<file path="config.mk">
export PLATFORM = sky130hd
export DESIGN_NAME = bit_shift_right_pipe
export DESIGN_NICKNAME = d
export VERILOG_FILES = /design/src/rtl/bit_shift_pkg.sv /design/src/rtl/bit_shift_right_stage.sv /design/src/rtl/bit_shift_right_pipe.sv
export SDC_FILE = /design/constraint.sdc
export NUM_CORES = 1
export LEC_CHECK = 0
export ABC_AREA = 1
export CAP_MARGIN = 20
export CORE_AREA = 2 2 150 298
export DETAILED_ROUTE_END_ITERATION = 6
export DIE_AREA = 0 0 152 300
export GPL_ROUTABILITY_DRIVEN = 0
export GPL_TIMING_DRIVEN = 0
export PLACE_DENSITY = 0.42
export SYNTH_ARGS = -nofsm -noshare
export SYNTH_HDL_FRONTEND = slang
export SYNTH_HIERARCHICAL = 1
export SYNTH_SLANG_ARGS = --single-unit
export TNS_END_PERCENT = 10
</file>
<file path="constraint.sdc">
create_clock -name clk -period 2.85 [get_ports clk]
set_input_delay 0.285 -clock clk [delete_from_list [all_inputs] [get_ports clk]]
set_output_delay 0.285 -clock clk [all_outputs]
set_load 0.005 [all_outputs]
</file>
<file path="src/rtl/bit_shift_pkg.sv">
// Shared types for the pipelined right shifter: operation encoding, defaults, payload layout.
// Rotate support is compiled in with BIT_SHIFT_RIGHT_ROTATE_EN.
package bit_shift_pkg;

    typedef enum logic [1:0] {
        SHR_LOGICAL = 2'd0,
        SHR_ARITH   = 2'd1,
        SHR_ROTATE  = 2'd2,
        SHR_RSVD    = 2'd3
    } shift_op_t;

    localparam int DEFAULT_SHIFT_WIDTH = 32;
    localparam int DEFAULT_TAG_WIDTH   = 4;
    localparam int DEFAULT_AMT_W       = $clog2(DEFAULT_SHIFT_WIDTH);

    typedef struct packed {
        logic [DEFAULT_SHIFT_WIDTH-1:0] data;
        logic [DEFAULT_AMT_W-1:0]       amount;
        logic                           fill;
        shift_op_t                      op;
        logic [DEFAULT_TAG_WIDTH-1:0]   tag;
    } shift_payload_t;

    // Only arithmetic shifts replicate the sign; rotate and reserved fall back to zero fill.
    function automatic logic fill_bit(input shift_op_t op, input logic msb);
        logic f;
        case (op)
            SHR_ARITH: f = msb;
            default:   f = 1'b0;
        endcase
        return f;
    endfunction

endpackage

</file>
<file path="src/rtl/bit_shift_right_stage.sv">
// One conditional right-shift layer of AMOUNT bits followed by the stage register.
// The rotate mux exists only with BIT_SHIFT_RIGHT_ROTATE_EN defined.
module bit_shift_right_stage
    import bit_shift_pkg::*;
#(
    parameter int WIDTH     = DEFAULT_SHIFT_WIDTH,
    parameter int AMOUNT    = 1,
    parameter int AMT_W     = $clog2(WIDTH),
    parameter int TAG_WIDTH = DEFAULT_TAG_WIDTH
) (
    input  logic                 clk,
    input  logic                 rst_n,
    input  logic                 adv,
    input  logic                 up_valid,
    input  logic [WIDTH-1:0]     up_data,
    input  logic [AMT_W-1:0]     up_amount,
    input  logic                 up_fill,
    input  shift_op_t            up_op,
    input  logic [TAG_WIDTH-1:0] up_tag,
    output logic                 valid_q,
    output logic [WIDTH-1:0]     data_q,
    output logic [AMT_W-1:0]     amount_q,
    output logic                 fill_q,
    output shift_op_t            op_q,
    output logic [TAG_WIDTH-1:0] tag_q
);

    localparam int BIT = $clog2(AMOUNT);

    logic [WIDTH-1:0]     shifted_s;
    logic                 valid_d;
    logic [WIDTH-1:0]     data_d;
    logic [AMT_W-1:0]     amount_d;
    logic                 fill_d;
    shift_op_t            op_d;
    logic [TAG_WIDTH-1:0] tag_d;

    // Shift layer selected by this stage's amount bit.
    always_comb begin
        shifted_s = up_data;
        if (up_amount[BIT]) begin
`ifdef BIT_SHIFT_RIGHT_ROTATE_EN
            if (up_op == SHR_ROTATE) begin
                shifted_s = {up_data[AMOUNT-1:0], up_data[WIDTH-1:AMOUNT]};
            end else begin
                shifted_s = {{AMOUNT{up_fill}}, up_data[WIDTH-1:AMOUNT]};
            end
`else
            shifted_s = {{AMOUNT{up_fill}}, up_data[WIDTH-1:AMOUNT]};
`endif
        end else begin
            shifted_s = up_data;
        end
    end

    // Advance: take the upstream item (or a bubble) when ready, otherwise hold.
    always_comb begin
        valid_d  = valid_q;
        data_d   = data_q;
        amount_d = amount_q;
        fill_d   = fill_q;
        op_d     = op_q;
        tag_d    = tag_q;
        if (adv && up_valid) begin
            valid_d  = 1'b1;
            data_d   = shifted_s;
            amount_d = up_amount;
            fill_d   = up_fill;
            op_d     = up_op;
            tag_d    = up_tag;
        end else if (adv) begin
            valid_d = 1'b0;
        end else begin
            valid_d = valid_q;
        end
    end

    // Stage register.
    always_ff @(posedge clk or negedge rst_n) begin
        if (!rst_n) begin
            valid_q  <= 1'b0;
            data_q   <= {WIDTH{1'b0}};
            amount_q <= {AMT_W{1'b0}};
            fill_q   <= 1'b0;
            op_q     <= SHR_LOGICAL;
            tag_q    <= {TAG_WIDTH{1'b0}};
        end else begin
            valid_q  <= valid_d;
            data_q   <= data_d;
            amount_q <= amount_d;
            fill_q   <= fill_d;
            op_q     <= op_d;
            tag_q    <= tag_d;
        end
    end

endmodule

</file>
<file path="src/rtl/bit_shift_right_pipe.sv">
// Pipelined barrel right shifter, one registered layer per amount bit, valid/ready on both ends.
// Define BIT_SHIFT_RIGHT_ROTATE_EN to build rotate-right; otherwise SHR_ROTATE acts as logical.
module bit_shift_right_pipe
    import bit_shift_pkg::*;
#(
    parameter  int WIDTH     = DEFAULT_SHIFT_WIDTH,
    parameter  int TAG_WIDTH = DEFAULT_TAG_WIDTH,
    localparam int AMT_W     = $clog2(WIDTH)
) (
    input  logic                 clk,
    input  logic                 rst_n,
    input  logic                 in_valid,
    output logic                 in_ready,
    input  logic [WIDTH-1:0]     in_data,
    input  logic [AMT_W-1:0]     in_amount,
    input  logic [1:0]           in_op,
    input  logic [TAG_WIDTH-1:0] in_tag,
    output logic                 out_valid,
    input  logic                 out_ready,
    output logic [WIDTH-1:0]     out_data,
    output logic [TAG_WIDTH-1:0] out_tag
);

    logic                 valid_s  [1:AMT_W];
    logic [WIDTH-1:0]     data_s   [1:AMT_W];
    logic [AMT_W-1:0]     amount_s [1:AMT_W];
    logic                 fill_s   [1:AMT_W];
    shift_op_t            op_s     [1:AMT_W];
    logic [TAG_WIDTH-1:0] tag_s    [1:AMT_W];
    logic [AMT_W:1]       rdy_s;
    shift_op_t            in_op_s;
    logic                 unused_s;

    assign in_op_s = shift_op_t'(in_op);

    // Ready chain from the output back to the input; any bubble lets upstream advance.
    always_comb begin
        rdy_s        = {AMT_W{1'b0}};
        rdy_s[AMT_W] = out_ready | ~valid_s[AMT_W];
        for (int k = AMT_W - 1; k >= 1; k--) begin
            rdy_s[k] = rdy_s[k+1] | ~valid_s[k];
        end
    end

    for (genvar k = 1; k <= AMT_W; k++) begin : g_stage
        logic                 up_valid_s;
        logic [WIDTH-1:0]     up_data_s;
        logic [AMT_W-1:0]     up_amount_s;
        logic                 up_fill_s;
        shift_op_t            up_op_s;
        logic [TAG_WIDTH-1:0] up_tag_s;

        if (k == 1) begin : g_first
            assign up_valid_s  = in_valid;
            assign up_data_s   = in_data;
            assign up_amount_s = in_amount;
            assign up_fill_s   = fill_bit(in_op_s, in_data[WIDTH-1]);
            assign up_op_s     = in_op_s;
            assign up_tag_s    = in_tag;
        end else begin : g_next
            assign up_valid_s  = valid_s[k-1];
            assign up_data_s   = data_s[k-1];
            assign up_amount_s = amount_s[k-1];
            assign up_fill_s   = fill_s[k-1];
            assign up_op_s     = op_s[k-1];
            assign up_tag_s    = tag_s[k-1];
        end

        bit_shift_right_stage #(
            .WIDTH     (WIDTH),
            .AMOUNT    (2 ** (k - 1)),
            .AMT_W     (AMT_W),
            .TAG_WIDTH (TAG_WIDTH)
        ) u_stage (
            .clk       (clk),
            .rst_n     (rst_n),
            .adv       (rdy_s[k]),
            .up_valid  (up_valid_s),
            .up_data   (up_data_s),
            .up_amount (up_amount_s),
            .up_fill   (up_fill_s),
            .up_op     (up_op_s),
            .up_tag    (up_tag_s),
            .valid_q   (valid_s[k]),
            .data_q    (data_s[k]),
            .amount_q  (amount_s[k]),
            .fill_q    (fill_s[k]),
            .op_q      (op_s[k]),
            .tag_q     (tag_s[k])
        );
    end

    assign in_ready  = rdy_s[1];
    assign out_valid = valid_s[AMT_W];
    assign out_data  = data_s[AMT_W];
    assign out_tag   = tag_s[AMT_W];

    // The last stage's control payload has no consumer.
    assign unused_s = ^{amount_s[AMT_W], fill_s[AMT_W], op_s[AMT_W]};

endmodule

</file>
==> results.json, run 1 <==
{
  "hold_path_class": "in -> reg",
  "crit_slowest_cell": "clkdlybuf4s50_1",
  "wl_per_cell_um": 13.0,
  "met3_usage_pct": 1.76,
  "crit_path_max_incr_delay_ps": 500,
  "cts_buffers": 17,
  "postCtsHoldBufs": 1,
  "maxSlewHeadroom_pct": 58.0,
  "place_ws_ps": 765,
  "outcome": "complete, no violations",
  "max_freq_ghz": 0.460,
  "grt_first_pass_wirelength_um": 43000,
  "root_buffer": "clkbuf_16",
  "grt_max_degree": 119,
  "period_needed_ps": 2170,
  "crit_required_ps": 2570,
  "max_cap_viol_count": 0,
  "drv_slew": 0,
  "arrival_ps": 1890,
  "finalPower_w": 0.00920,
  "numClockSinks": 199,
  "powerDensity_mw_per_mm2": 770,
  "net-switching-power_w": 0.00303,
  "startpoint_type": "register",
  "p_seq_share_pct": 44.1,
  "yosys_warnings": 6,
  "rsz0062_at_grt": "false",
  "syn_inst": 1348,
  "dp_hpwl_um": 20700,
  "antenna_found_initial": 0,
  "placeableCoreArea_sq_mm": 0.0434,
  "clk_pin_slew_ps": 70,
  "grt_pass1_vias": 8092,
  "worstPathCellList": "nand3_2 > nor2_2 > nand3_1 > clkdlybuf4s50_1",
  "crit_path_end_kind": "primary output",
  "die_area_sq_mm": 0.0456,
  "global_route.overflow_total": 0,
  "ant_nets": 0,
  "clock_latency_ps": 460,
  "combPwrFrac_pct": 27.7,
  "grt.busiest_layer": "met2",
  "cts_resized": 0,
  "track_usage_pct": 12.0,
  "clockBufferDepth": 2,
  "start_util_pct": 22.5,
  "crit_type": "reg -> out",
  "area_delta_synth_final_pct": 22.4,
  "power_leakage_nw": 6.69,
  "postCtsSetupBuffers": 0,
  "finalNetCount": 1499,
  "worst_slack_ps": 676,
  "placementRows": 108,
  "grt.met2_usage_pct": 24.6,
  "drive_gt1_share_pct": 11.1,
  "finClkSkew_ps": 9.17,
  "ioPinCount": 85,
  "internal-power_w": 0.00616,
  "wl_um": 26200,
  "swShare_pct": 33.0,
  "viasPerCell": 3.90,
  "syn_avg_cell_area_sq_um": 7.24,
  "crit_fanout": 4,
  "ir_worst_vdd_v": 0.000425,
  "synth_area_sq_mm": 0.00976,
  "ctsHtreeMaxLevel": 4,
  "finalSetupViolations": 0,
  "die_y_um": 300,
  "tns_ps": 0,
  "die_x_um": 152,
  "hold_viol": 0,
  "synth_nets": 1395,
  "pwr-share-clk_pct": 28.3,
  "initialDrtViolationCount": 379,
  "cts_tree": "built",
  "antenna_cells": 0,
  "io_buffer_count": 83,
  "route.detailed.drc": 0,
  "vias": 7865,
  "worst_pin_slew_ps": 630,
  "first_pass_iters": 4,
  "final.period_utilization_pct": 76.3,
  "grt_use_met1_pct": 11.3
}
-- critical path: cells and delay by family (launching register included) --
family / cells / cell delay [ps]
flops: 1 / 420
buf+inv: 1 / 500
simple gates: 3 / 500
-- layer usage --
metal,wire length (um),up-vias
met2,15200,119
met3,522,35
met5,0,-
met1,9590,3476
li1,-,4235
met4,843,0
-- cells in the final DEF (no fill, tap or decap) --
cell and n:
buf_12 2, buf_16 1, buf_2 30, buf_4 24
buf_6 18, buf_8 3, bufinv_16 4, clkbuf_16 17
clkdlybuf4s50_1 82, clkinv_1 1, clkinv_2 2, clkinv_4 2
clkinvlp_4 5, dfrtp_1 199, dlygate4sd3_1 1, inv_1 10
inv_2 6, inv_6 3, inv_8 2, nand2_1 1001
nand2_2 41, nand2_4 1, nand3_1 1, nand3_2 1
nor2_1 2, nor2_2 1, o21ai_0 5
-- final timing paths --
kind                                                   from                       endpoint  slack (ps)  cells past startpoint
worst min-delay path                           in_amount[0]  g_stage[1].u_stage/data_q[29]         180                      5
worst max-delay path             g_stage[5].u_stage/valid_q                       in_ready         680                      4
max in group asynchronous                             rst_n   g_stage[3].u_stage/data_q[1]        1430                      3
worst max register to register   g_stage[5].u_stage/valid_q   g_stage[2].u_stage/data_q[2]        1220                      8
worst min register to register  g_stage[4].u_stage/tag_q[1]    g_stage[5].u_stage/tag_q[1]         480                      2
min in group asynchronous                             rst_n    g_stage[1].u_stage/tag_q[2]         400                      2
-- flip-flops by register name, indices dropped and copies added, names as in the netlist --
signal and count:
g_stage.u_stage/valid_q 5, g_stage.u_stage/fill_q 4, g_stage.u_stage/data_q 160, g_stage.u_stage/tag_q 20, g_stage.u_stage/amount_q 10
-- final cells by class --
| cell class | instances | area [sq um] |
|---|---|---|
| fill | 4839 | 31400 |
| sequential | 199 | 4980 |
| multi-input combinational | 1053 | 4080 |
| timing repair buffer | 85 | 873 |
| tap | 550 | 688 |
| buffer | 76 | 603 |
| clock buffer | 17 | 425 |
| clock inverter | 15 | 203 |
| inverter | 20 | 95.1 |
-- through the flow --
step	utilization, %	hold slack, ps	cell area, sq um	cells
final	27.5	176	11900	2015
after global routing	27.5	178	11900	2015
after CTS	27.5	158	11900	2015
after detailed placement	26.1	322	11300	1982
after global placement	26.0	457	11300	1981
after floorplan	-	-10.6	9760	1348
-- power by group through the flow --
stage / combinational, W / clock, W / sequential (W)
after floorplan: 0.00156 / 0 / 0.00397
after detailed placement: 0.00260 / 0 / 0.00412
after global placement: 0.00258 / 0 / 0.00411
after CTS: 0.00262 / 0.00271 / 0.00407
final: 0.00254 / 0.00260 / 0.00405
after global routing: 0.00294 / 0.00280 / 0.00416
Note: power is estimated with default switching activity, not from simulation.
==> run 2, diff against run 1 <==
- clock period: 2.85 -> 2.15 ns (I/O delays scaled with it)
==> results.json, run 2 (same netlist as run 1, synthesis figures left out) <==
{
  "outcome": "complete, no violations",
  "viasPerCell": 3.89,
  "ant_nets": 0,
  "global_route.overflow_total": 0,
  "largest_reg_flops": 160,
  "finalNetCount": 1499,
  "pwr-share-clk_pct": 28.3,
  "grt_max_degree": 119,
  "root_buffer": "clkbuf_16",
  "crit_slowest_cell": "clkdlybuf4s50_1",
  "crit_required_ps": 1930,
  "period_needed_ps": 2020,
  "power_leakage_nw": 6.69,
  "cts_buffers": 17,
  "swShare_pct": 33.0,
  "crit_path_end_kind": "primary output",
  "placeableCoreArea_sq_mm": 0.0434,
  "io_buffer_count": 83,
  "die_x_um": 152,
  "dp_hpwl_um": 20700,
  "final.period_utilization_pct": 93.8,
  "crit_buf_inv": 1,
  "numClockSinks": 199,
  "final_common_cell": "nand2_1",
  "crit_path_max_incr_delay_ps": 480,
  "start_util_pct": 22.5,
  "powerDensity_mw_per_mm2": 1020,
  "max_cap_viol_count": 0,
  "cp_top_family": "buffers and inverters",
  "ioPinCount": 85,
  "rsz0062_at_grt": "false",
  "ir_worst_vdd_v": 0.000559,
  "max_freq_ghz": 0.496,
  "drv_slew": 0,
  "placementRows": 108,
  "p_seq_share_pct": 44.1,
  "cp_common_cell": "nand3_2",
  "grt_pass1_vias": 8107,
  "finalPower_w": 0.0122,
  "initialDrtViolationCount": 377,
  "regMostFlops": "g_stage.u_stage/data_q",
  "arrival_ps": 1800,
  "finClkSkew_ps": 16.5,
  "wl_per_cell_um": 13.0,
  "net-switching-power_w": 0.00402,
  "grt_first_pass_wirelength_um": 43000,
  "ctsHtreeMaxLevel": 4,
  "worst_slack_ps": 133,
  "startpoint_type": "register",
  "track_usage_pct": 12.0,
  "drive_gt1_share_pct": 11.2,
  "reg.largest.list": "g_stage.u_stage/data_q x160, g_stage.u_stage/tag_q x20, g_stage.u_stage/amount_q x10",
  "clock_latency_ps": 470,
  "place_ws_ps": 181,
  "postCtsSetupBuffers": 0,
  "antenna_found_initial": 0,
  "combPwrFrac_pct": 27.7,
  "area_delta_synth_final_pct": 22.5,
  "crit_type": "reg -> out",
  "finalSetupViolations": 0,
  "die_area_sq_mm": 0.0456,
  "crit_fanout": 4,
  "first_pass_iters": 4,
  "hold_viol": 0,
  "clockBufferDepth": 2,
  "clk_pin_slew_ps": 70,
  "die_y_um": 300,
  "vias": 7839,
  "cts_tree": "built",
  "antenna_cells": 0,
  "worst_pin_slew_ps": 628,
  "final_cell_mix": "nand2_1 (1001), dfrtp_1 (199), clkdlybuf4s50_1 (82)",
  "wl_um": 26100,
  "worstPathCellList": "nand3_2 > nor2_4 > nand3_2 > clkdlybuf4s50_1",
  "hold_path_class": "in -> reg",
  "maxSlewHeadroom_pct": 58.2,
  "internal-power_w": 0.00817,
  "route.detailed.drc": 0
}
run 2: final cells by class:
class / instances / area (sq um)
clock inverters: 15 / 203
multi-input cells: 1053 / 4090
plain buffers: 76 / 603
repair buffers: 85 / 873
flip-flops and latches: 199 / 4980
well taps: 550 / 688
fillers: 4839 / 31400
inverters: 20 / 95.1
clock buffers: 17 / 425
run 2: per-layer routing:
metal | part of all wire, % | track usage [%] | vias to the layer above
met1 | 36 | 11.3 | 3450
met3 | 1.9 | 1.76 | 37
met4 | 3.6 | 6.05 | 0
met2 | 58 | 24.6 | 122
li1 | - | - | 4230
met5 | 0 | 0 | -
run 2: power by group through the flow:
stage	registers, W	clock network, W	logic (W)
2_1_floorplan	0.00526	0	0.00207
3_3_place_gp	0.00545	0	0.00343
3_5_place_dp	0.00546	0	0.00345
4_1_cts	0.00539	0.00359	0.00347
5_1_grt	0.00552	0.00372	0.00389
6_report	0.00537	0.00344	0.00337
run 2: worst paths after layout:
check | depth (start not counted) | slack, ps | endpoint | startpoint
worst max-delay path | 4 | 130 | in_ready | g_stage[5].u_stage/valid_q
worst max register to register | 8 | 530 | g_stage[2].u_stage/data_q[2] | g_stage[5].u_stage/valid_q
min in group asynchronous | 2 | 340 | g_stage[1].u_stage/tag_q[2] | rst_n
max in group asynchronous | 3 | 810 | g_stage[5].u_stage/data_q[6] | rst_n
worst min-delay path | 5 | 110 | g_stage[1].u_stage/data_q[29] | in_amount[0]
worst min register to register | 2 | 470 | g_stage[5].u_stage/tag_q[1] | g_stage[4].u_stage/tag_q[1]
run 2: stage by stage:
stage	hold WS [ps]	instances	setup TNS (ps)	area [sq um]	utilization, %
2_1_floorplan	-80.6	1348	0	9760	-
3_3_place_gp	457	1981	-1548410	11300	26.0
3_5_place_dp	252	1982	0	11300	26.1
4_1_cts	87.6	2015	0	12000	27.6
5_1_grt	108	2015	0	12000	27.6
6_report	109	2015	0	12000	27.6
run 2: repair_timing:
action,CTS,global route
gates resized for setup,1,1
gates cloned,0,0
hold buffers,1,0
setup endpoints to repair,1,1
hold endpoints to repair,81,0
run 2: worst min-delay path: cells and delay by family:
kind | cells | cell delay [ps]
simple gates | 4 | 200
buf+inv | 1 | 120
==> patch (config.mk and constraints of run 2) <==
Build with the macro `BIT_SHIFT_RIGHT_ROTATE_EN` defined.
--- a/src/rtl/bit_shift_right_stage.sv
+++ b/src/rtl/bit_shift_right_stage.sv
@@ -1,4 +1,6 @@
 // One conditional right-shift layer of AMOUNT bits followed by the stage register.
 // The rotate mux exists only with BIT_SHIFT_RIGHT_ROTATE_EN defined.
+`define BIT_SHIFT_RIGHT_ROTATE_EN
+
 module bit_shift_right_stage
     import bit_shift_pkg::*;
Function: changed (Yosys sat finds a counterexample within 10 cycles, from zero or initial values and one cycle with rst_n low).
==> patch against run 2 <==
- routed wire length up 19%
- critical path type unchanged
- power rose by 14%
- die area unchanged
- critical path depth stayed put
- global-route usage grew 1.6 points
- synthesized cell count fell by 11%
- setup slack improved by 0.021 ns
- combinational power rose by 18%
- area after synthesis grew 0.10%
- clock power up 13%
- largest power group unchanged
- via count is 4.2% higher
- sequential cell count is 8 higher
- final area up 1.1%
==> patch: results (changes against run 2) <==
status = finished clean (unchanged)
leak pwr = 5.45 nW (was 6.69 nW)
gr usage total = 13.7% (was 12.0%)
top flop regs = g_stage.u_stage/data_q: 160 flops, g_stage.u_stage/tag_q: 20 flops, g_stage.u_stage/amount_q: 10 flops (unchanged)
cts bufs inserted = 22 (was 17)
hpwl dp = 24.6 mm (was 20.7 mm)
Initial Utilization = 22.5% (about the same)
Port Buffers = 84 (was 83)
CP required = 1.93 ns (about the same)
Layout area overhead = 23.8% (was 22.5%)
sequential power = 6.04 mW (was 5.37 mW)
Post-Syn Instances = 1,198 (was 1,348)
drt wl/cell = 16.6 um (was 13.0 um)
Total Power = 13.9 mW (was 12.2 mW)
worst hold path class = input pin to async pin (was input pin to register)
R2R cell count = 8 (unchanged)
ratio of cells with drive above 1 in the final layout = 12.2% (was 11.2%)
r2r endpoint = g_stage[1].u_stage/tag_q[3] (was g_stage[2].u_stage/data_q[2])
NetSw = 4.79 mW (was 4.02 mW)
first-pass GRT wire length = 49.6 mm (was 43.0 mm)
Startpoint Class = register (unchanged)
clk_skew = 0.0109 ns (was 0.0165 ns)
Setup Slack @ Placement = 0.0678 ns (was 0.181 ns)
worst reg-to-reg setup slack = 0.49 ns (was 0.53 ns)
vias per cell = 4.36 (was 3.89)
worst hold slack = 0.233 ns (was 0.109 ns)
clk slew on worst S/H paths = 0.06 ns
fin nets = 1,356 (was 1,499)
maximum clock rate = 0.501 GHz (was 0.496 GHz)
CTS max path bufs = 3 (was 2)
combinational share of power = 28.6% (was 27.7%)
Fillers = 4,723 (was 4,839)
H-tree Lvls = 1 (was 4)
Worst IR Drop VDD = 380 uV (was 559 uV)
CTS root buffer = clkbuf_16 (unchanged)
Rel. slew slack = 63.3% (was 58.2%)
vias after detailed routing = 8,166 (was 7,839)
largest net degree at the start of global routing = 80 (was 119)
1st-iter DRT viols = 322 (was 377)
placed cell areas = 11,400 um^2 (was 11,300 um^2)
initial antenna violation count = 0 (unchanged)
number of global-route vias before repair = 8,675 (was 8,107)
dpl cells = 1,834 (was 1,982)
clock latency on the worst-skew pair = 0.51 ns (was 0.47 ns)
-- patch: per-layer routing --
layer / vias to the layer above / global-route usage, % / share of wire, %
met5: - / 0 / 0
met4: 0 / 5.23 / 3.2
met3: 44 / 1.56 / 2.9
met2: 146 / 28.9 / 60
met1: 3862 / 13.0 / 34
li1: 4114 / - / -
-- patch: cell type report --
type	count	share of cell area, %
timing repair buffer	87	7.52
buffer	82	5.18
inverter	28	0.911
tap	550	5.69
sequential	207	42.8
clock inverter	6	0.662
multi-input combinational	881	31.9
clock buffer	30	5.31
-- patch: critical path: stages (launching register included) --
cell           delay (ns)
dfrtp_1              0.42
nand3_2              0.15
nor2_2               0.20
nand3_2              0.17
dlygate4sd2_1        0.33
-- patch: repair_timing --
item                       in CTS  in global routing
setup buffers                   0                  0
hold buffers                    1                  0
setup endpoints to repair       1                  1
hold endpoints to repair       60                  0
gates resized for setup         1                  1
